--- config.mk ---
export PLATFORM = sky130hd
export DESIGN_NAME = sub1p_hs
export DESIGN_NICKNAME = d
export VERILOG_FILES = /design/src/rtl/sub1p_hs.sv
export SDC_FILE = /design/constraint.sdc
export NUM_CORES = 1
export LEC_CHECK = 0
export BUFFER_PORTS_ARGS = -buffer_cell sky130_fd_sc_hd__clkbuf_2
export CAP_MARGIN = 40
export CORE_ASPECT_RATIO = 1.2
export CORE_MARGIN = 1.5
export CORE_UTILIZATION = 51
export DETAILED_ROUTE_END_ITERATION = 10
export PLACE_DENSITY_LB_ADDON = 0.1
export SLEW_MARGIN = 20
export SYNTH_ARGS = -nofsm -noshare
export SYNTH_HDL_FRONTEND = slang
export SYNTH_SLANG_ARGS = --single-unit
export TNS_END_PERCENT = 20
--- constraint.sdc ---
create_clock -name clk -period 2.1 [get_ports clk]
set_clock_uncertainty 0.15 [all_clocks]
set_input_delay 0.42 -clock clk [delete_from_list [all_inputs] [get_ports clk]]
set_output_delay 0.42 -clock clk [all_outputs]
set_load 0.03 [all_outputs]
--- src/rtl/sub1p_hs.sv ---
// sub1p_hs: three-stage pipelined subtractor, diff = x - y mod 2^WIDTH.
// The operands are split into an LSB part (WIDTH1 bits) and an MSB part
// (WIDTH2 bits). Both parts are subtracted independently in stage 1, and the
// LSB borrow is folded into the MSB part in stage 2. A valid/ready handshake
// with a single global stall lets the block sit between elastic stages.
//
// Ports:
//   clk          rising-edge clock
//   reset        asynchronous, active-low reset
//   x, y         minuend / subtrahend (WIDTH bits)
//   in_valid     x,y valid this cycle
//   in_ready     block accepts x,y this cycle (combinational)
//   diff         x - y mod 2^WIDTH
//   borrow_out   1 when x < y as unsigned
//   ovf          1 on two's-complement overflow of x - y
//   out_valid    diff/borrow_out/ovf valid
//   out_ready    downstream accepts result
//   LSBs_Borrow  test port: borrow bit of the stage-1 LSB register
module sub1p_hs #(
   parameter int WIDTH  = 19,
   parameter int WIDTH1 = 9,
   parameter int WIDTH2 = 10   // WIDTH1 + WIDTH2 must equal WIDTH
) (
   input  logic             clk,
   input  logic             reset,
   input  logic [WIDTH-1:0] x,
   input  logic [WIDTH-1:0] y,
   input  logic             in_valid,
   output logic             in_ready,
   output logic [WIDTH-1:0] diff,
   output logic             borrow_out,
   output logic             ovf,
   output logic             out_valid,
   input  logic             out_ready,
   output logic             LSBs_Borrow
);

   // Whole pipe advances together; it only stalls when a finished result
   // is sitting at the output and downstream refuses it.
   logic en;
   assign en       = !out_valid || out_ready;
   assign in_ready = en;

   // Stage valid bits: [0] input reg, [1] partial differences, [2] output.
   logic [2:0] vld_pipe;
   assign out_valid = vld_pipe[2];

   // Stage 0: split operands.
   logic [WIDTH1-1:0] l1, l2;
   logic [WIDTH2-1:0] l3, l4;
   logic              sx0, sy0;

   // Stage 1: independent part differences, with their borrows in the MSB.
   logic [WIDTH1:0]   r1;
   logic [WIDTH2:0]   r2;
   logic              sx1, sy1;

   // Stage 2: result halves.
   logic [WIDTH1-1:0] s1;
   logic [WIDTH2-1:0] s2;

   // Fold the LSB borrow into the MSB part. A borrow out of either the
   // MSB subtraction or this fold-in means x < y overall; both cannot occur
   // together because r2 in [0, 2^WIDTH2) underflows only when it is zero.
   logic [WIDTH2:0]   t;
   assign t = r2 - {{WIDTH2{1'b0}}, r1[WIDTH1]};

   assign diff        = {s2, s1};
   assign LSBs_Borrow = r1[WIDTH1];

   always_ff @(posedge clk or negedge reset) begin
      if (!reset) begin
         vld_pipe   <= '0;
         l1         <= '0;
         l2         <= '0;
         l3         <= '0;
         l4         <= '0;
         sx0        <= 1'b0;
         sy0        <= 1'b0;
         r1         <= '0;
         r2         <= '0;
         sx1        <= 1'b0;
         sy1        <= 1'b0;
         s1         <= '0;
         s2         <= '0;
         borrow_out <= 1'b0;
         ovf        <= 1'b0;
      end else if (en) begin
         vld_pipe   <= {vld_pipe[1:0], in_valid};
         // stage 0
         l1         <= x[WIDTH1-1:0];
         l2         <= y[WIDTH1-1:0];
         l3         <= x[WIDTH-1:WIDTH1];
         l4         <= y[WIDTH-1:WIDTH1];
         sx0        <= x[WIDTH-1];
         sy0        <= y[WIDTH-1];
         // stage 1
         r1         <= {1'b0, l1} - {1'b0, l2};
         r2         <= {1'b0, l3} - {1'b0, l4};
         sx1        <= sx0;
         sy1        <= sy0;
         // stage 2
         s1         <= r1[WIDTH1-1:0];
         s2         <= t[WIDTH2-1:0];
         borrow_out <= r2[WIDTH2] | t[WIDTH2];
         // Signed overflow: operands of opposite sign and result sign
         // differs from the minuend's sign.
         ovf        <= (sx1 != sy1) && (t[WIDTH2-1] != sx1);
      end
   end

endmodule

==> summary.txt, run 1 <==
Global route
  • GR Layer Usage met1: 0.285
  • Met3 usage: 0.0360
  • Global Route Usage Sum: 0.199
  • Pin count of the biggest net entering global routing: 57
  • First-pass GRT wire length: 13500 um
  • Vias in the first global route: 2955
  • Met2 usage: 0.310
  • Initial antenna violation count: 0
  • Gr ovfl total: 0
  • Gr busiest metal: met2

Logic synthesis
  • Largest family of logic cells by synthesized area: simple AND/OR/NAND/NOR gates
  • YS warnings: 0
  • Post-synthesis cell type count: 44
  • Post-Synthesis Mean Instance Area: 9.23 um2
  • Synth async-reset ratio: 1.00
  • Synth Register Bits: 85
  • Area of the mapped netlist: 4050 um2
  • Simple-gate share of the synthesized area: 0.192
  • Cells after Synth: roughly 440
  • Main synth FF type: dfrtp_1
  • Synth Area in Compound Gates: 0.131
  • Post-synthesis sequential area ratio: 0.525
  • Post-synthesis mux area share: 0
  • Synth Area in Adders: 0.0748
  • Post-Syn Nets: 504
  • Post-synth EDFFs: 0
  • Post-Synth XOR/XNOR Area: 0.0368

Drt
  • Vias per cell: approximately 5
  • Routed via count: 3105
  • Drt pass-1 iters: 4
  • Post-route ant nets: 0
  • Routed Wire Length: between 7000 and 8000 um
  • Starting DRT DRC Count: about 100
  • DRC: 0
  • DR WL/cell: 12.8 um

STA
  • Setup ws final: -0.0763 ns
  • Worst-Margin Slew: 0.523 ns
  • Final period util: 1.04
  • Max-slew violation count: 0
  • Slew headroom: 0.651
  • Final count of negative-setup-slack endpoints: 2
  • Crit path time final: about 2.2 ns
  • Max Fclk: about 0.46 GHz
  • Setup_tns: -0.122 ns
  • Hold Fails Final Rpt: 0
  • RSZ-0062 raised after global routing: true

Worst setup path
  • Top Family by Delay on Critical Path: compound AO/OA/AOI/OAI gates
  • Critical-path cell list: inv_2 -> ha_4 -> inv_2 -> fa_2 -> a21o_1 -> a221oi_2 -> o21ai_2 -> a2111oi_2 -> a211o_1
  • Crit. End Element: flop
  • Critical Path Fanout Max: 2
  • Worst EP arrival: 2.32 ns
  • Critical Path RT: 2.24 ns
  • CP peak stage delay: 0.38 ns
  • Worst Setup Start Kind: flop
  • CP dominant cell by count: inv_2
  • Class of the most critical setup path: flop to flop
  • Slowest stage cell, crit path: dfrtp_1
  • Crit path buf inv count: 2

Power
  • Combinational group share of total power: 0.443
  • Switching power: 2800 uW
  • Net Sw Frac: 0.402
  • Clock power frac: 0.177
  • Sequential share of power: 0.381
  • Pwr dens: 1430 nW/um2
  • P_int: 4170 uW
  • Static Leakage: ~0.0025 uW
  • Total Power: 6970 uW
  • VDD IR-drop max: 0.695 mV

Final layout
  • Final core occ: 0.633
  • Area growth from synthesis to layout: 20.4%
  • Fin cells: 612
  • Commonest non-fill, non-tap cell in the layout: nand2_1
  • Most frequent cells in the layout: nand2_1 (140), dfrtp_1 (85), clkbuf_2 (64), o21ai_0 (39), inv_1 (21)
  • Antenna cells: 0
  • # nets final: 581
  • Layout cells sized above 1: 0.235

Placed design
  • IO Port Bufs: 65
  • Setup slack at placement: -0.124 ns
  • DP Cell Count: 596
  • DP HPWL: 5710 um
  • Global placement routability congestion: ~0.8

Clock tree
  • CTS tree: yes
  • Clock Path Buffers: 2
  • Num CTS Buffers: 9
  • Sink Count: 85
  • H-tree depth: 3
  • Clock-pin slew on the worst setup and hold paths: 0.08 ns
  • Clock Latency Late Sink: 0.34 ns
  • Root buf cell: clkbuf_8

Status
  • Failing checks: negative setup slack
  • Status: finished, violations left

Floorplanning
  • Full die area: 8490 um2
  • Initial Util: 0.525
  • Row count: 35
  • Die height: between 100 and 150 um
  • Core Area: around 7700 um2
  • Die W: 84.4 um
  • IO Count: 66

Hold path
  • Min-Delay Path Class: input pin to flop

Run
  • Maxcap violations: 0
-- cells in the mapped netlist (2+ instances only) --
master,instances,area (um2)
a211oi_1,3,22.5
a21o_1,6,45.0
a21oi_1,18,90.1
a31oi_1,2,12.5
buf_2,3,15.0
clkbuf_1,15,56.3
dfrtp_1,85,2130
fa_1,2,40.0
ha_1,21,263
inv_1,24,90.1
nand2_1,140,526
nand2b_1,4,25.0
nand3_1,2,10.0
nand3b_1,2,15.0
nor2_1,16,60.1
nor2b_1,3,18.8
nor3_1,6,30.0
nor3b_1,2,15.0
nor4_1,2,12.5
o2111ai_1,2,17.5
o21a_1,3,22.5
o21ai_0,39,195
o31ai_1,2,15.0
or4_1,2,15.0
xnor2_1,13,114
xor2_1,4,35.0
-- state kept, by name, summed over array words and instances (netlist names) --
signal,count
l3,10
sx1,1
sy1,1
ovf,1
r1,10
s2,10
vld_pipe,3
s1,9
l2,9
l1,9
borrow_out,1
l4,10
r2,11
-- path summary, 6_finish.rpt --
kind	from	to	slack, ns	cells after the start
worst min-delay path	x[14]	l3[5]$_DFFE_PN0P_	0.12	3
worst max-delay path	l3[0]$_DFFE_PN0P_	r2[10]$_DFFE_PN0P_	-0.08	9
max in group asynchronous	reset	l1[6]$_DFFE_PN0P_	0.80	3
worst min register to register	vld_pipe[1]$_DFFE_PN0P_	vld_pipe[1]$_DFFE_PN0P_	0.31	2
min in group asynchronous	reset	s1[2]$_DFFE_PN0P_	0.45	2
worst max register to register	l3[0]$_DFFE_PN0P_	r2[10]$_DFFE_PN0P_	-0.08	9
-- cell type report --
class | instances | area, um2
clock inverters | 6 | 88.8
multi-input cells | 311 | 1830
well taps | 92 | 115
inverters | 24 | 90.1
clock buffers | 9 | 124
flip-flops and latches | 85 | 2130
fillers | 667 | 2830
repair buffers | 85 | 505
-- metrics by stage --
stage	hold WS, ns	area [um2]
after floorplan	-0.0256	4050
after global placement	0.287	4600
after detailed placement	0.293	4600
after CTS	0.0992	4840
after global routing	0.111	4880
final	0.117	4880
-- timing repair --
action / in CTS / in global routing
endpoints found under the setup margin: 5 / 7
resized for setup: 5 / 11
pin swaps: 2 / 3
hold buffers: 1 / 0
buffers inserted: 0 / 0
hold endpoints to repair: 37 / 0
-- power groups by stage --
| stage | clock network [uW] | registers (uW) | logic [uW] |
|---|---|---|---|
| detailed placement | 0 | 2690 | 3000 |
| floorplan | 0 | 3040 | 1750 |
| global route | 1330 | 2740 | 3460 |
| finish | 1230 | 2650 | 3090 |
| global placement | 0 | 2650 | 2930 |
| CTS | 1260 | 2660 | 3040 |
-- cell families after synthesis --
kind of cell	after synthesis
AO/OA/AOI/OAI	86
XOR/XNOR	17
adder cells (fa/ha/maj)	23
buffers and inverters	43
flip-flops	85
AND/OR/NAND/NOR	185
-- worst reg2reg max path, cell delays in order (launching register included) --
cell,delay (ns)
dfrtp_1,0.38
inv_2,0.07
ha_4,0.14
inv_2,0.04
fa_2,0.33
a21o_1,0.18
a221oi_2,0.28
o21ai_2,0.10
a2111oi_2,0.31
a211o_1,0.14
-- layer usage --
metal | up-vias | routed length (um)
met4 | 0 | 72
li1 | 1610 | -
met5 | - | 0
met3 | 7 | 313
met1 | 1422 | 3950
met2 | 66 | 3490
Note: power is estimated with default switching activity, not from simulation.
==> run 2, diff against run 1 <==
Settings changed: CAP_MARGIN 40 to 0, TNS_END_PERCENT 20 to not set.
==> run 2 against run 1 <==
  * The flow still finishes with violations (negative setup slack)
  * Die area unchanged
  * Register-to-register slack is essentially flat
  * Utilization rose by 0.73 points
  * Sequential power about the same
  * Non-clock buffer count up 5
  * Largest power group unchanged
==> summary.txt, run 2 (same netlist as run 1, synthesis figures left out) <==
Final layout
  • Layout cells sized above 1: 0.248 (was 0.235)
  • Area of the multi-input gates: 1850 um2 (was 1830 um2)
  • Final core occ: 0.640 (was 0.633)
  • Commonest non-fill, non-tap cell in the layout: nand2_1 (unchanged)
  • Largest Register: r2 (unchanged)
  • Register Area: 2130 um2 (unchanged)
  • Most frequent cells in the layout: nand2_1 (140), dfrtp_1 (85), clkbuf_2 (64), o21ai_0 (38), buf_4 (23) (was nand2_1 (140), dfrtp_1 (85), clkbuf_2 (64), o21ai_0 (39), inv_1 (21))
  • # nets final: 586 (was 581)
  • Max reg flops: 11 (unchanged)
  • Filler Cells Inserted: 661 (was 667)
  • Area growth from synthesis to layout: 21.8% (was 20.4%)
  • Antenna cells: 0 (unchanged)

STA
  • Final count of negative-setup-slack endpoints: 2 (unchanged)
  • Setup ws final: -0.0816 ns (was -0.0763 ns)
  • Max-slew violation count: 0 (unchanged)
  • Crit path time final: 2.18 ns (about the same)
  • Final period util: 1.04 (about the same)
  • Max Fclk: 0.458 GHz (was 0.459 GHz)
  • RSZ-0062 raised after global routing: true (unchanged)
  • Hold Slack: 0.117 ns (about the same)
  • Worst-Margin Slew: 0.523 ns (about the same)
  • Hold Fails Final Rpt: 0 (unchanged)
  • Slew headroom: 0.651 (about the same)

Clock tree
  • Clock Path Buffers: 2 (unchanged)
  • Clock-pin slew on the worst setup and hold paths: 0.09 ns (was 0.08 ns)
  • Clock Latency Late Sink: 0.35 ns (was 0.34 ns)
  • Num CTS Buffers: 9 (unchanged)
  • H-tree depth: 3 (unchanged)
  • Sink Count: 85 (unchanged)
  • CTS tree: yes (unchanged)
  • Root buf cell: clkbuf_8 (unchanged)

Global route
  • Initial antenna violation count: 0 (unchanged)
  • Pin count of the biggest net entering global routing: 57 (unchanged)
  • Gr ovfl total: 0 (unchanged)
  • Vias in the first global route: 2964 (was 2955)
  • Global Route Usage Sum: 0.200 (was 0.199)
  • First-pass GRT wire length: 13500 um (about the same)

Power
  • Total Power: 7090 uW (was 6970 uW)
  • VDD IR-drop max: 0.697 mV (was 0.695 mV)
  • Pwr dens: 1440 nW/um2 (was 1430 nW/um2)
  • Static Leakage: 0.00249 uW (was 0.00246 uW)

Worst setup path
  • Critical Path RT: 2.24 ns (about the same)
  • Critical Path Fanout Max: 2 (unchanged)
  • Class of the most critical setup path: flop to flop (unchanged)
  • Worst Setup Start Kind: flop (unchanged)
  • Crit. End Element: flop (unchanged)
  • FF-to-FF setup slack: -0.08 ns (about the same)
  • Worst EP arrival: 2.32 ns (about the same)

Placed design
  • Global placement routability congestion: 0.801 (unchanged)
  • DP HPWL: 5710 um (unchanged)
  • IO Port Bufs: 65 (unchanged)
  • Setup slack at placement: -0.124 ns (unchanged)

Drt
  • Vias per cell: 5.07 (about the same)
  • Post-route ant nets: 0 (unchanged)
  • DRC: 0 (unchanged)
  • Drt pass-1 iters: 4 (unchanged)
  • Routed Wire Length: 7950 um (was 7830 um)
  • Starting DRT DRC Count: 151 (was 104)
  • DR WL/cell: 12.9 um (was 12.8 um)
  • Routed via count: 3127 (was 3105)

Floorplanning
  • Full die area: 8490 um2 (unchanged)
  • Die W: 84.4 um (unchanged)
  • Core Area: 7710 um2 (unchanged)
  • IO Count: 66 (unchanged)
  • Die height: 101 um (unchanged)
  • Row count: 35 (unchanged)
  • Initial Util: 0.525 (unchanged)

Status
  • Status: finished, violations left (unchanged)
  • Failing checks: negative setup slack (unchanged)

Hold path
  • Min-Delay Path Class: input pin to flop (unchanged)

Run
  • Maxcap violations: 0 (unchanged)
[run 2: worst paths after layout]
path	from	to	cells after the start
worst min-delay path	x[4]	l1[4]$_DFFE_PN0P_	3
max in group asynchronous	reset	l1[6]$_DFFE_PN0P_	3
worst max-delay path	l3[0]$_DFFE_PN0P_	r2[10]$_DFFE_PN0P_	9
min in group asynchronous	reset	s1[2]$_DFFE_PN0P_	2
worst min register to register	vld_pipe[1]$_DFFE_PN0P_	vld_pipe[1]$_DFFE_PN0P_	2
worst max register to register	l3[0]$_DFFE_PN0P_	r2[10]$_DFFE_PN0P_	9
[run 2: layout make-up]
| type | instances | share of cell area |
|---|---|---|
| well taps | 92 | 0.0233 |
| clock inverters | 6 | 0.0180 |
| flip-flops and latches | 85 | 0.431 |
| multi-input cells | 311 | 0.374 |
| repair buffers | 90 | 0.110 |
| inverters | 24 | 0.0183 |
| clock buffers | 9 | 0.0251 |
[run 2: through the flow]
step	instances	cell area, um2	setup TNS, ns
after floorplan	439	4050	-0.0355
after global placement	596	4600	-0.0814
after detailed placement	596	4600	-0.344
after CTS	615	4870	-0.0897
after global routing	617	4930	-0.570
final	617	4930	-0.122
[run 2: critical path, cell delays in order (launching register included)]
cell and delay, ns:
dfrtp_1 0.38, inv_2 0.08, ha_4 0.14, inv_2 0.04
fa_2 0.32, a21o_1 0.19, a221oi_2 0.28, o21ai_2 0.10
a2111oi_2 0.31, a211o_1 0.14
[run 2: repair_timing]
item                                    CTS  global route
endpoints found under the setup margin    5             8
pin swaps                                 4             6
hold buffers                              1             0
endpoints found under the hold margin    37             0
cloned                                    0             0
resized for setup                         6            14
buffers inserted                          3             2
[run 2: per-layer routing]
metal  wire [um]  part of all wire  GRT usage
met3         326             0.041     0.0360
met1        4040              0.51      0.288
met4          93             0.012     0.0645
met5           0                 0          0
met2        3490              0.44      0.311
[run 2: power by group]
| group | total, uW | switching (uW) | internal (uW) |
|---|---|---|---|
| clock network | 1230 | 572 | 663 |
| logic | 3200 | 1890 | 1320 |
| registers | 2650 | 391 | 2260 |
